<file path="src/rtl/ps2_rx_fifo.sv">
// PS/2 keyboard receiver: input conditioning, frame checking, E0/F0 prefix
// folding and a first-word fall-through event FIFO, all on CLOCK_50.
module ps2_rx_fifo #(
    parameter int SYNC_STAGES    = 2,
    parameter int FILTER_LEN     = 8,
    parameter int TIMEOUT_CYCLES = 100000,
    parameter int FIFO_DEPTH     = 8,
    parameter int ERR_W          = 8
) (
    input  logic             CLOCK_50,
    input  logic             rst_n,
    input  logic             PS2_KBCLK,
    input  logic             PS2_KBDAT,
    output logic             evt_valid,
    input  logic             evt_ready,
    output logic [9:0]       evt_data,
    output logic [15:0]      display,
    output logic [ERR_W-1:0] err_cnt,
    output logic             overflow
);

    localparam int FCW = (FILTER_LEN > 1) ? $clog2(FILTER_LEN) : 1;
    localparam int TW  = $clog2(TIMEOUT_CYCLES + 1);
    localparam int AW  = $clog2(FIFO_DEPTH);

    localparam logic [FCW-1:0] FILTER_LAST  = FCW'(FILTER_LEN - 1);
    localparam logic [TW-1:0]  TIMEOUT_LAST = TW'(TIMEOUT_CYCLES - 1);

    typedef enum logic [1:0] {
        IDLE,
        DATA,
        PAR,
        STOP
    } state_t;

    // Synchroniser chains
    logic [SYNC_STAGES-1:0] clkSync_q;
    logic [SYNC_STAGES-1:0] datSync_q;
    logic                   clkS;
    logic                   datS;

    // Glitch filter
    logic           filtClk_q;
    logic           filtPrev_q;
    logic [FCW-1:0] filtCnt_q;
    logic           fe;

    // Frame FSM
    state_t        state_q, state_d;
    logic [2:0]    bitCnt_q, bitCnt_d;
    logic [7:0]    shift_q, shift_d;
    logic          parOk_q, parOk_d;
    logic [TW-1:0] timer_q, timer_d;
    logic          frameGood_q, frameGood_d;
    logic          frameBad_q, frameBad_d;
    logic [7:0]    frameByte_q;

    // Decode
    logic             ext_q;
    logic             brk_q;
    logic [15:0]      display_q;
    logic [ERR_W-1:0] errCnt_q;
    logic             overflow_q;
    logic             push;
    logic [9:0]       pushData;

    // FIFO
    logic [9:0]  mem_q [FIFO_DEPTH];
    logic [AW:0] wrPtr_q;
    logic [AW:0] rdPtr_q;
    logic        fifoEmpty;
    logic        fifoFull;
    logic        pop;
    logic        wrEn;

    assign clkS = clkSync_q[SYNC_STAGES-1];
    assign datS = datSync_q[SYNC_STAGES-1];

    // Bring both raw PS/2 lines into CLOCK_50 through a shift chain idling high
    always_ff @(posedge CLOCK_50 or negedge rst_n) begin
        if (!rst_n) begin
            clkSync_q <= '1;
            datSync_q <= '1;
        end else begin
            clkSync_q <= {clkSync_q[SYNC_STAGES-2:0], PS2_KBCLK};
            datSync_q <= {datSync_q[SYNC_STAGES-2:0], PS2_KBDAT};
        end
    end

    // Flip the filtered clock only after FILTER_LEN consecutive differing samples
    always_ff @(posedge CLOCK_50 or negedge rst_n) begin
        if (!rst_n) begin
            filtClk_q  <= 1'b1;
            filtPrev_q <= 1'b1;
            filtCnt_q  <= '0;
        end else begin
            filtPrev_q <= filtClk_q;
            if (clkS == filtClk_q) begin
                filtCnt_q <= '0;
            end else if (filtCnt_q == FILTER_LAST) begin
                filtClk_q <= clkS;
                filtCnt_q <= '0;
            end else begin
                filtCnt_q <= filtCnt_q + 1'b1;
            end
        end
    end

    assign fe = filtPrev_q & ~filtClk_q;

    // Frame FSM state register and registered end-of-frame strobes
    always_ff @(posedge CLOCK_50 or negedge rst_n) begin
        if (!rst_n) begin
            state_q     <= IDLE;
            bitCnt_q    <= '0;
            shift_q     <= '0;
            parOk_q     <= 1'b0;
            timer_q     <= '0;
            frameGood_q <= 1'b0;
            frameBad_q  <= 1'b0;
            frameByte_q <= '0;
        end else begin
            state_q     <= state_d;
            bitCnt_q    <= bitCnt_d;
            shift_q     <= shift_d;
            parOk_q     <= parOk_d;
            timer_q     <= timer_d;
            frameGood_q <= frameGood_d;
            frameBad_q  <= frameBad_d;
            if (frameGood_d) begin
                frameByte_q <= shift_q;
            end
        end
    end

    // Next-state logic: bit collection on fe, inter-bit timeout between edges
    always_comb begin
        state_d     = state_q;
        bitCnt_d    = bitCnt_q;
        shift_d     = shift_q;
        parOk_d     = parOk_q;
        timer_d     = timer_q;
        frameGood_d = 1'b0;
        frameBad_d  = 1'b0;

        if (state_q == IDLE) begin
            timer_d = '0;
        end else if (fe) begin
            timer_d = '0;
        end else if (timer_q == TIMEOUT_LAST) begin
            timer_d    = '0;
            state_d    = IDLE;
            frameBad_d = 1'b1;
        end else begin
            timer_d = timer_q + 1'b1;
        end

        if (fe) begin
            case (state_q)
                IDLE: begin
                    if (!datS) begin
                        state_d  = DATA;
                        bitCnt_d = '0;
                    end
                end
                DATA: begin
                    shift_d  = {datS, shift_q[7:1]};
                    bitCnt_d = bitCnt_q + 3'd1;
                    if (bitCnt_q == 3'd7) begin
                        state_d = PAR;
                    end
                end
                PAR: begin
                    parOk_d = ^{shift_q, datS};
                    state_d = STOP;
                end
                STOP: begin
                    frameGood_d = parOk_q & datS;
                    frameBad_d  = ~(parOk_q & datS);
                    state_d     = IDLE;
                end
                default: state_d = IDLE;
            endcase
        end
    end

    assign push     = frameGood_q && (frameByte_q != 8'hE0) && (frameByte_q != 8'hF0);
    assign pushData = {ext_q, brk_q, frameByte_q};

    // Fold prefixes, update display and the saturating error counter
    always_ff @(posedge CLOCK_50 or negedge rst_n) begin
        if (!rst_n) begin
            ext_q     <= 1'b0;
            brk_q     <= 1'b0;
            display_q <= '0;
            errCnt_q  <= '0;
        end else if (frameBad_q) begin
            ext_q     <= 1'b0;
            brk_q     <= 1'b0;
            display_q <= 16'hFFFF;
            if (errCnt_q != '1) begin
                errCnt_q <= errCnt_q + 1'b1;
            end
        end else if (frameGood_q) begin
            if (frameByte_q == 8'hE0) begin
                ext_q <= 1'b1;
            end else if (frameByte_q == 8'hF0) begin
                brk_q <= 1'b1;
            end else begin
                display_q <= {brk_q ? 8'hF0 : (ext_q ? 8'hE0 : 8'h00), frameByte_q};
                ext_q     <= 1'b0;
                brk_q     <= 1'b0;
            end
        end
    end

    assign fifoEmpty = (wrPtr_q == rdPtr_q);
    assign fifoFull  = (wrPtr_q[AW] != rdPtr_q[AW]) && (wrPtr_q[AW-1:0] == rdPtr_q[AW-1:0]);
    assign pop       = evt_valid & evt_ready;
    assign wrEn      = push && (!fifoFull || pop);

    // FIFO pointers and the sticky overflow flag for dropped events
    always_ff @(posedge CLOCK_50 or negedge rst_n) begin
        if (!rst_n) begin
            wrPtr_q    <= '0;
            rdPtr_q    <= '0;
            overflow_q <= 1'b0;
        end else begin
            if (wrEn) begin
                wrPtr_q <= wrPtr_q + 1'b1;
            end
            if (pop) begin
                rdPtr_q <= rdPtr_q + 1'b1;
            end
            if (push && fifoFull && !pop) begin
                overflow_q <= 1'b1;
            end
        end
    end

    // FIFO storage; contents are masked at the output while empty
    always_ff @(posedge CLOCK_50) begin
        if (wrEn) begin
            mem_q[wrPtr_q[AW-1:0]] <= pushData;
        end
    end

    assign evt_valid = ~fifoEmpty;
    assign evt_data  = fifoEmpty ? 10'd0 : mem_q[rdPtr_q[AW-1:0]];
    assign display   = display_q;
    assign err_cnt   = errCnt_q;
    assign overflow  = overflow_q;

endmodule
</file>
<file path="config.mk">
export PLATFORM = sky130hd
export DESIGN_NAME = ps2_rx_fifo
export DESIGN_NICKNAME = d
export VERILOG_FILES = /design/src/rtl/ps2_rx_fifo.sv
export SDC_FILE = /design/constraint.sdc
export NUM_CORES = 1
export LEC_CHECK = 0
export CAP_MARGIN = 20
export CORE_MARGIN = 3
export CORE_UTILIZATION = 50
export DETAILED_ROUTE_END_ITERATION = 10
export PLACE_DENSITY = 0.69
export SYNTH_ARGS = -nofsm -noshare
export SYNTH_HDL_FRONTEND = slang
export SYNTH_SLANG_ARGS = --single-unit
</file>
<file path="constraint.sdc">
create_clock -name CLOCK_50 -period 6.25 [get_ports CLOCK_50]
set_input_delay 1.25 -clock CLOCK_50 [delete_from_list [all_inputs] [get_ports CLOCK_50]]
set_output_delay 1.25 -clock CLOCK_50 [all_outputs]
set_load 0.02 [all_outputs]
</file>
==> impl_results.md, run 1 <==
* Fill cells at 969
* CTS buffer count at 17
* Number of antenna violations at the first check in global routing at 0
* Flop2flop setup slack at 3670 ps
* Worst EP arrival at 2960 ps
* Fmax at 237.5 MHz
* Reg2Reg Launch Point: rdPtr_q[1]
* Post-DP HPWL at 7.414 mm
* Antenna Cells at 0
* Largest net degree at the start of global routing at 81
* I/O Buffers at 40
* Final critical path time including I/O delays and setup at 4211 ps
* Die Area at 14810 µm²
* Met2 routed WL at 5.581 mm
* GRT Util Overall at 0.1706
* Final setup fails at 0
* Maxcap violations at 0
* RSZ-0062 raised after global routing: no
* Gp weighted congestion at 0.7341
* Worst slew margin at 0.3486
* Crit path kind: flip-flop to output pin
* Setup bufs post-CTS at 0
* Synth top area share at 0.3588
* Core Footprint at 12880 µm²
* Count leader, synth: edfxtp_1
* Post-cts sizing count at 0
* DRT iter0 DRCs at 203
* Synth warnings at 0
* Die Wd at 121.7 µm
* Setup TNS at 0 ps
* Lkg Pwr at 3.138 nW
* Clock-pin slew on the worst setup and hold paths at 60 ps
* PwrDens at 345.4 nW/µm²
* Most instantiated cells after synthesis: edfxtp_1, dfrtp_1, nor2_1, nand2_1, mux2_2
* Worst slew pin tran at 977.1 ps
* Met1 WL at 5.191 mm
* WL met3 at 523 µm
* Fin. Hold Viols at 0
* Root Driver: clkbuf_16
* Vias at 3635
* Top cells by area, synth: edfxtp_1, dfrtp_1, mux4_2, mux2_2, xnor2_1
* Worst Setup End Kind: output pin
* Async SR Flop Fraction at 0.5000
* Via density at 5.385
* Detailed Route WL at 11.39 mm
* Initial core utilization at 0.5200
* IO Pins at 41
* Max Used Layer: met4
* Num Clock Sinks at 160
* Outcome: completed
* Residual DRC count at 0
* CTS tree: yes
* Die Height at 121.7 µm
* Hold buffers post-CTS at 0
* Syn avg cell area at 14.81 µm²
* Synthesized area at 6695 µm²
* Global-route wire length before repair at 19.18 mm
* Row count at 41
* Final Instance Count excl. Fillers at 675
* Routed length per instance at 16.87 µm
* Syn nets at 465
* Vias in the first global route at 3768
* Clock latency on the worst-skew pair at 420 ps
* Post-Route Skew at 9.188 ps
* Worst Setup EP: evt_valid
* Slew Viols, Final at 0
* Area grow syn2layout at 16.39%
* Worst-path cell chain: xnor2_1, and3_4, and2_1, inv_2, clkdlybuf4s50_1
* Pre-CTS WS at 2397 ps
* Critical path's largest stage delay at 980 ps
* Post-Syn Instances at 452
* Placed Cells at 642
* Maximum vdd ir drop at 214.9 µV
* RR Endpoint: mem_q[1][1]
* Setup ws final at 2039 ps
* 1st-pass router iterations at 4
* H-tree levels at 4
* #FFs+latches synth at 160
* Final worst-path cycle share at 0.6738
* R2R depth at 5
* Layout cells sized above 1 at 0.1809
* Synth area leader: edfxtp_1
* Synth cell types at 51
* Crit path max fanout at 24
* Synth Flop Type: edfxtp_1
* HP Class: flip-flop to flip-flop
* Final antenna-violating net count at 0
* Seq/Total Area, Yosys at 0.6589
* Slowest CP cell: dfrtp_1
* Critical Path Start: rdPtr_q[1]
* Critical Path RT at 5000 ps
* Clk buf depth at 2
* Post-synth EDFFs at 80
* Final net count at 503
* Gr ovfl total at 0
* Critical Path Source Type: flip-flop
==> metrics by stage <==
stage / total power, W / util / cell area, µm² / hold slack, ps
6_report: 0.002692 / 0.6052 / 7792 / 355.3
5_1_grt: 0.002826 / 0.6052 / 7792 / 363.3
3_5_place_dp: 0.001722 / 0.5595 / 7204 / 346.8
3_3_place_gp: 0.001708 / 0.5595 / 7204 / 345.9
2_1_floorplan: 0.001590 / - / 6695 / 345.2
4_1_cts: 0.002727 / 0.6046 / 7785 / 355.5
==> cells by family (layout without fill, tap and decap cells) <==
| kind of cell | count (synthesis) | after routing | share of synthesized area |
|---|---|---|---|
| compound gates | 31 | 31 | 0.03289 |
| flops | 160 | 160 | 0.6589 |
| fa+ha+maj | 8 | 8 | 0.01495 |
| mux | 53 | 53 | 0.1213 |
| xor+xnor | 34 | 34 | 0.04653 |
| buf+inv | 34 | 85 | 0.02429 |
| simple gates | 132 | 132 | 0.1011 |
==> cell usage in the layout (no fill, tap or decap), types with 10 or more instances in the layout <==
| cell type | netlist | routed |
|---|---|---|
| a21oi_1 | 10 | 10 |
| clkbuf_16 | 0 | 17 |
| clkdlybuf4s50_1 | 0 | 39 |
| dfrtp_1 | 74 | 74 |
| edfxtp_1 | 80 | 80 |
| mux2_2 | 21 | 21 |
| mux2i_1 | 11 | 11 |
| mux4_2 | 20 | 20 |
| nand2_1 | 31 | 31 |
| nand3_1 | 20 | 20 |
| nor2_1 | 36 | 36 |
| xnor2_1 | 20 | 20 |
| xor2_1 | 13 | 13 |
==> critical path, delay by kind of cell, from the launching register on <==
family	cells	cell delay [ps]
DFF	1	980
buffers and inverters	2	680
xor gates and xnor gates	1	200
and+or+nand+nor	2	680
==> worst min path at each step <==
stage                 start            to  slack [ps]  cells past startpoint
2_1_floorplan  clkSync_q[0]  clkSync_q[1]         350                      0
3_3_place_gp   datSync_q[0]  datSync_q[1]         350                      0
3_5_place_dp   datSync_q[0]  datSync_q[1]         350                      0
4_1_cts        datSync_q[0]  datSync_q[1]         360                      0
5_1_grt        datSync_q[0]  datSync_q[1]         360                      0
6_report       datSync_q[0]  datSync_q[1]         360                      0
==> sequential cells by signal (all words and copies together), names as in the netlist, 2 cells and up <==
name and cells:
datSync_q 2, clkSync_q 2, mem_q 80, bitCnt_q 3, state_q 2, timer_q 17
frameByte_q 8, display 11, rdPtr_q 4, err_cnt 8, wrPtr_q 4, filtCnt_q 3
shift_q 8
==> area by class of cell <==
cell class              count  area, µm²  share of cell area
repair buffers             43      420.4             0.05395
multi-input cells         258       2127              0.2730
well taps                 172      215.2             0.02762
flip-flops and latches    160       4412              0.5662
inverters                  10      37.54            0.004817
clock buffers              20      446.7             0.05732
clock inverters            12      133.9             0.01718
==> layer usage <==
layer,vias up,global-route usage
li1,1731,-
met1,1840,0.2250
met2,55,0.2642
met3,9,0.07103
met4,0,0.04622
met5,-,0
==> where the power goes <==
part           switching [W]  leakage, nW  internal (W)
registers          0.0000836         1.88       0.00115
clock network       0.000401        0.281      0.000601
logic               0.000211        0.979      0.000247
total               0.000696         3.14       0.00200
(Power assumes the default switching activity.)
==> run 2, diff against run 1 <==
- clock period: 6.25 -> 4 ns (I/O delays scaled with it)
==> run 2 against run 1 <==
Final cell count up 0.44%. Via count up 0.19%. Clock skew increased by 12 ps. Hold slack gained 0.79 ps. Sequential cell count did not move. Register-to-register slack worse by 2100 ps. Utilization is 0.86 points higher. Total power rose by 67%. Setup slack got worse by 1600 ps. Critical path depth unchanged. Critical path type unchanged.
==> impl_results.md, run 2 (synthesis results as in run 1) <==
* Outcome: completed
* Post-Route Skew at 20.94 ps (+11.75 ps)
* Vias in the first global route at 3773 (+0.13%)
* Gp weighted congestion at 0.7290 (-0.69%)
* Clock latency on the worst-skew pair at 430 ps (about the same)
* Crit path kind: flip-flop to output pin
* CTS buffer count at 17 (unchanged)
* Post-DP HPWL at 7.571 mm (+2.1%)
* Antenna Cells at 0 (unchanged)
* Final antenna-violating net count at 0 (unchanged)
* Row count at 41 (unchanged)
* Area grow syn2layout at 18.03%
* 1st-pass router iterations at 4 (unchanged)
* I/O Buffers at 40 (unchanged)
* CTS tree: yes
* Gr ovfl total at 0 (unchanged)
* Fill cells at 950 (-2.0%)
* Final worst-path cycle share at 0.8864
* Worst slew pin tran at 986.3 ps (+9.157 ps)
* Max reg flops at 80 (unchanged)
* Layout cells sized above 1 at 0.1897 (+0.008809)
* Global-route wire length before repair at 19.53 mm (+1.8%)
* Setup bufs post-CTS at 0 (unchanged)
* Worst slew margin at 0.3425 (-0.006105)
* Crit path max fanout at 11 (-54%)
* Multi-input gate area at 2127 µm² (unchanged)
* RSZ-0062 raised after global routing: no
* GRT Util Overall at 0.1768 (+0.006180)
* Num Clock Sinks at 160 (unchanged)
* Flop2flop setup slack at 1530 ps (-2140 ps)
* Commonest cells after routing, fill and taps aside: edfxtp_1, dfrtp_1, clkdlybuf4s50_1, nor2_1, nand2_1
* Number of antenna violations at the first check in global routing at 0 (unchanged)
* Critical Path RT at 3200 ps (-1800 ps)
* Commonest non-fill, non-tap cell in the layout: edfxtp_1
* Initial core utilization at 0.5200 (unchanged)
* Fmax at 282.1 MHz
* Slew Viols, Final at 0 (unchanged)
* Largest net degree at the start of global routing at 81 (unchanged)
* Critical Path Source Type: flip-flop
* Clk buf depth at 2 (unchanged)
* Die Wd at 121.7 µm (unchanged)
* Die Height at 121.7 µm (unchanged)
* Routed length per instance at 17.58 µm (+4.2%)
* Lkg Pwr at 3.164 nW (+0.82%)
* Root Driver: clkbuf_16
* DRT iter0 DRCs at 258 (+27%)
* Setup TNS at 0 ps (unchanged)
* PwrDens at 568.2 nW/µm² (+64%)
* Slowest CP cell: dfrtp_1
* Worst-path cell chain: xnor2_1, and3_4, and2_1, inv_2, clkdlybuf4s50_1
* Maximum vdd ir drop at 249.8 µV (+16%)
* Setup ws final at 454.6 ps (-1584 ps)
* Final Instance Count excl. Fillers at 678 (+0.44%)
* Core Footprint at 12880 µm² (unchanged)
* Worst Setup End Kind: output pin
* Fin. Hold Viols at 0 (unchanged)
* Via density at 5.372 (-0.25%)
* Worst EP arrival at 2750 ps (-210 ps)
* Sequential Area at 4412 µm² (unchanged)
* Maxcap violations at 0 (unchanged)
* IO Pins at 41 (unchanged)
* Final net count at 506 (+0.60%)
* Pre-CTS WS at 855.4 ps (-1542 ps)
* Residual DRC count at 0 (unchanged)
* Vias at 3642 (+0.19%)
* Final critical path time including I/O delays and setup at 3545 ps
* Critical path's largest stage delay at 770 ps (-210 ps)
* Final setup fails at 0 (unchanged)
* H-tree levels at 4 (unchanged)
* Detailed Route WL at 11.92 mm (+4.7%)
* Hold buffers post-CTS at 0 (unchanged)
* HP Class: flip-flop to flip-flop
* Post-cts sizing count at 0 (unchanged)
* Clock-pin slew on the worst setup and hold paths at 60 ps (about the same)
* Placed Cells at 646 (+0.62%)
* Die Area at 14810 µm² (unchanged)
==> run 2: changes by cell type in the layout (fill, tap and decap cells not counted), sizes merged <==
| cell | before | now |
|---|---|---|
| buf | 3 | 7 |
| clkbuf | 21 | 17 |
| bufinv | 2 | 5 |
| clkinv | 5 | 2 |
| inv | 13 | 15 |
| clkinvlp | 2 | 3 |
==> run 2: worst paths after layout <==
check,to,cells past startpoint,startpoint
min,datSync_q[1],0,datSync_q[0]
min reg2reg,datSync_q[1],0,datSync_q[0]
min in group asynchronous,timer_q[2],1,rst_n
max in group asynchronous,wrPtr_q[3],1,rst_n
max,evt_valid,5,rdPtr_q[0]
max reg2reg,mem_q[3][9],4,frameByte_q[3]
==> run 2: layout make-up <==
| class | instances | area share |
|---|---|---|
| clock buffers | 17 | 0.05383 |
| multi-input cells | 258 | 0.2692 |
| flip-flops and latches | 160 | 0.5583 |
| clock inverters | 15 | 0.02913 |
| repair buffers | 46 | 0.05763 |
| inverters | 10 | 0.004750 |
| well taps | 172 | 0.02723 |
==> run 2: per-stage QoR <==
step                utilization  hold WS (ps)  instance area (µm²)  total power, W
floorplan                     -         345.2                 6695        0.002507
finish                   0.6137         356.1                 7903        0.004490
CTS                      0.6137         356.4                 7903        0.004544
detailed placement       0.5628         347.2                 7247        0.002761
global route             0.6137         359.3                 7903        0.004690
global placement         0.5628         346.8                 7247        0.002745
==> run 2: power by group <==
group	total [W]	leakage, nW	switching (W)	internal (W)
registers	0.00188	1.85	0.0000847	0.00180
clock network	0.00178	0.311	0.000661	0.00112
logic	0.000833	0.998	0.000404	0.000429
total	0.00449	3.16	0.00115	0.00334
==> run 2: worst max-delay path: cells and delay by family (launching register included) <==
| kind | cells | cell delay [ps] |
|---|---|---|
| flops | 1 | 770 |
| buf+inv | 2 | 670 |
| xor+xnor | 1 | 190 |
| simple gates | 2 | 690 |
==> run 2: routing by layer <==
layer  track usage  part of all wire
met5             0                 0
met3       0.05153             0.043
met1        0.2356              0.45
met4       0.06653             0.011
met2        0.2784              0.50
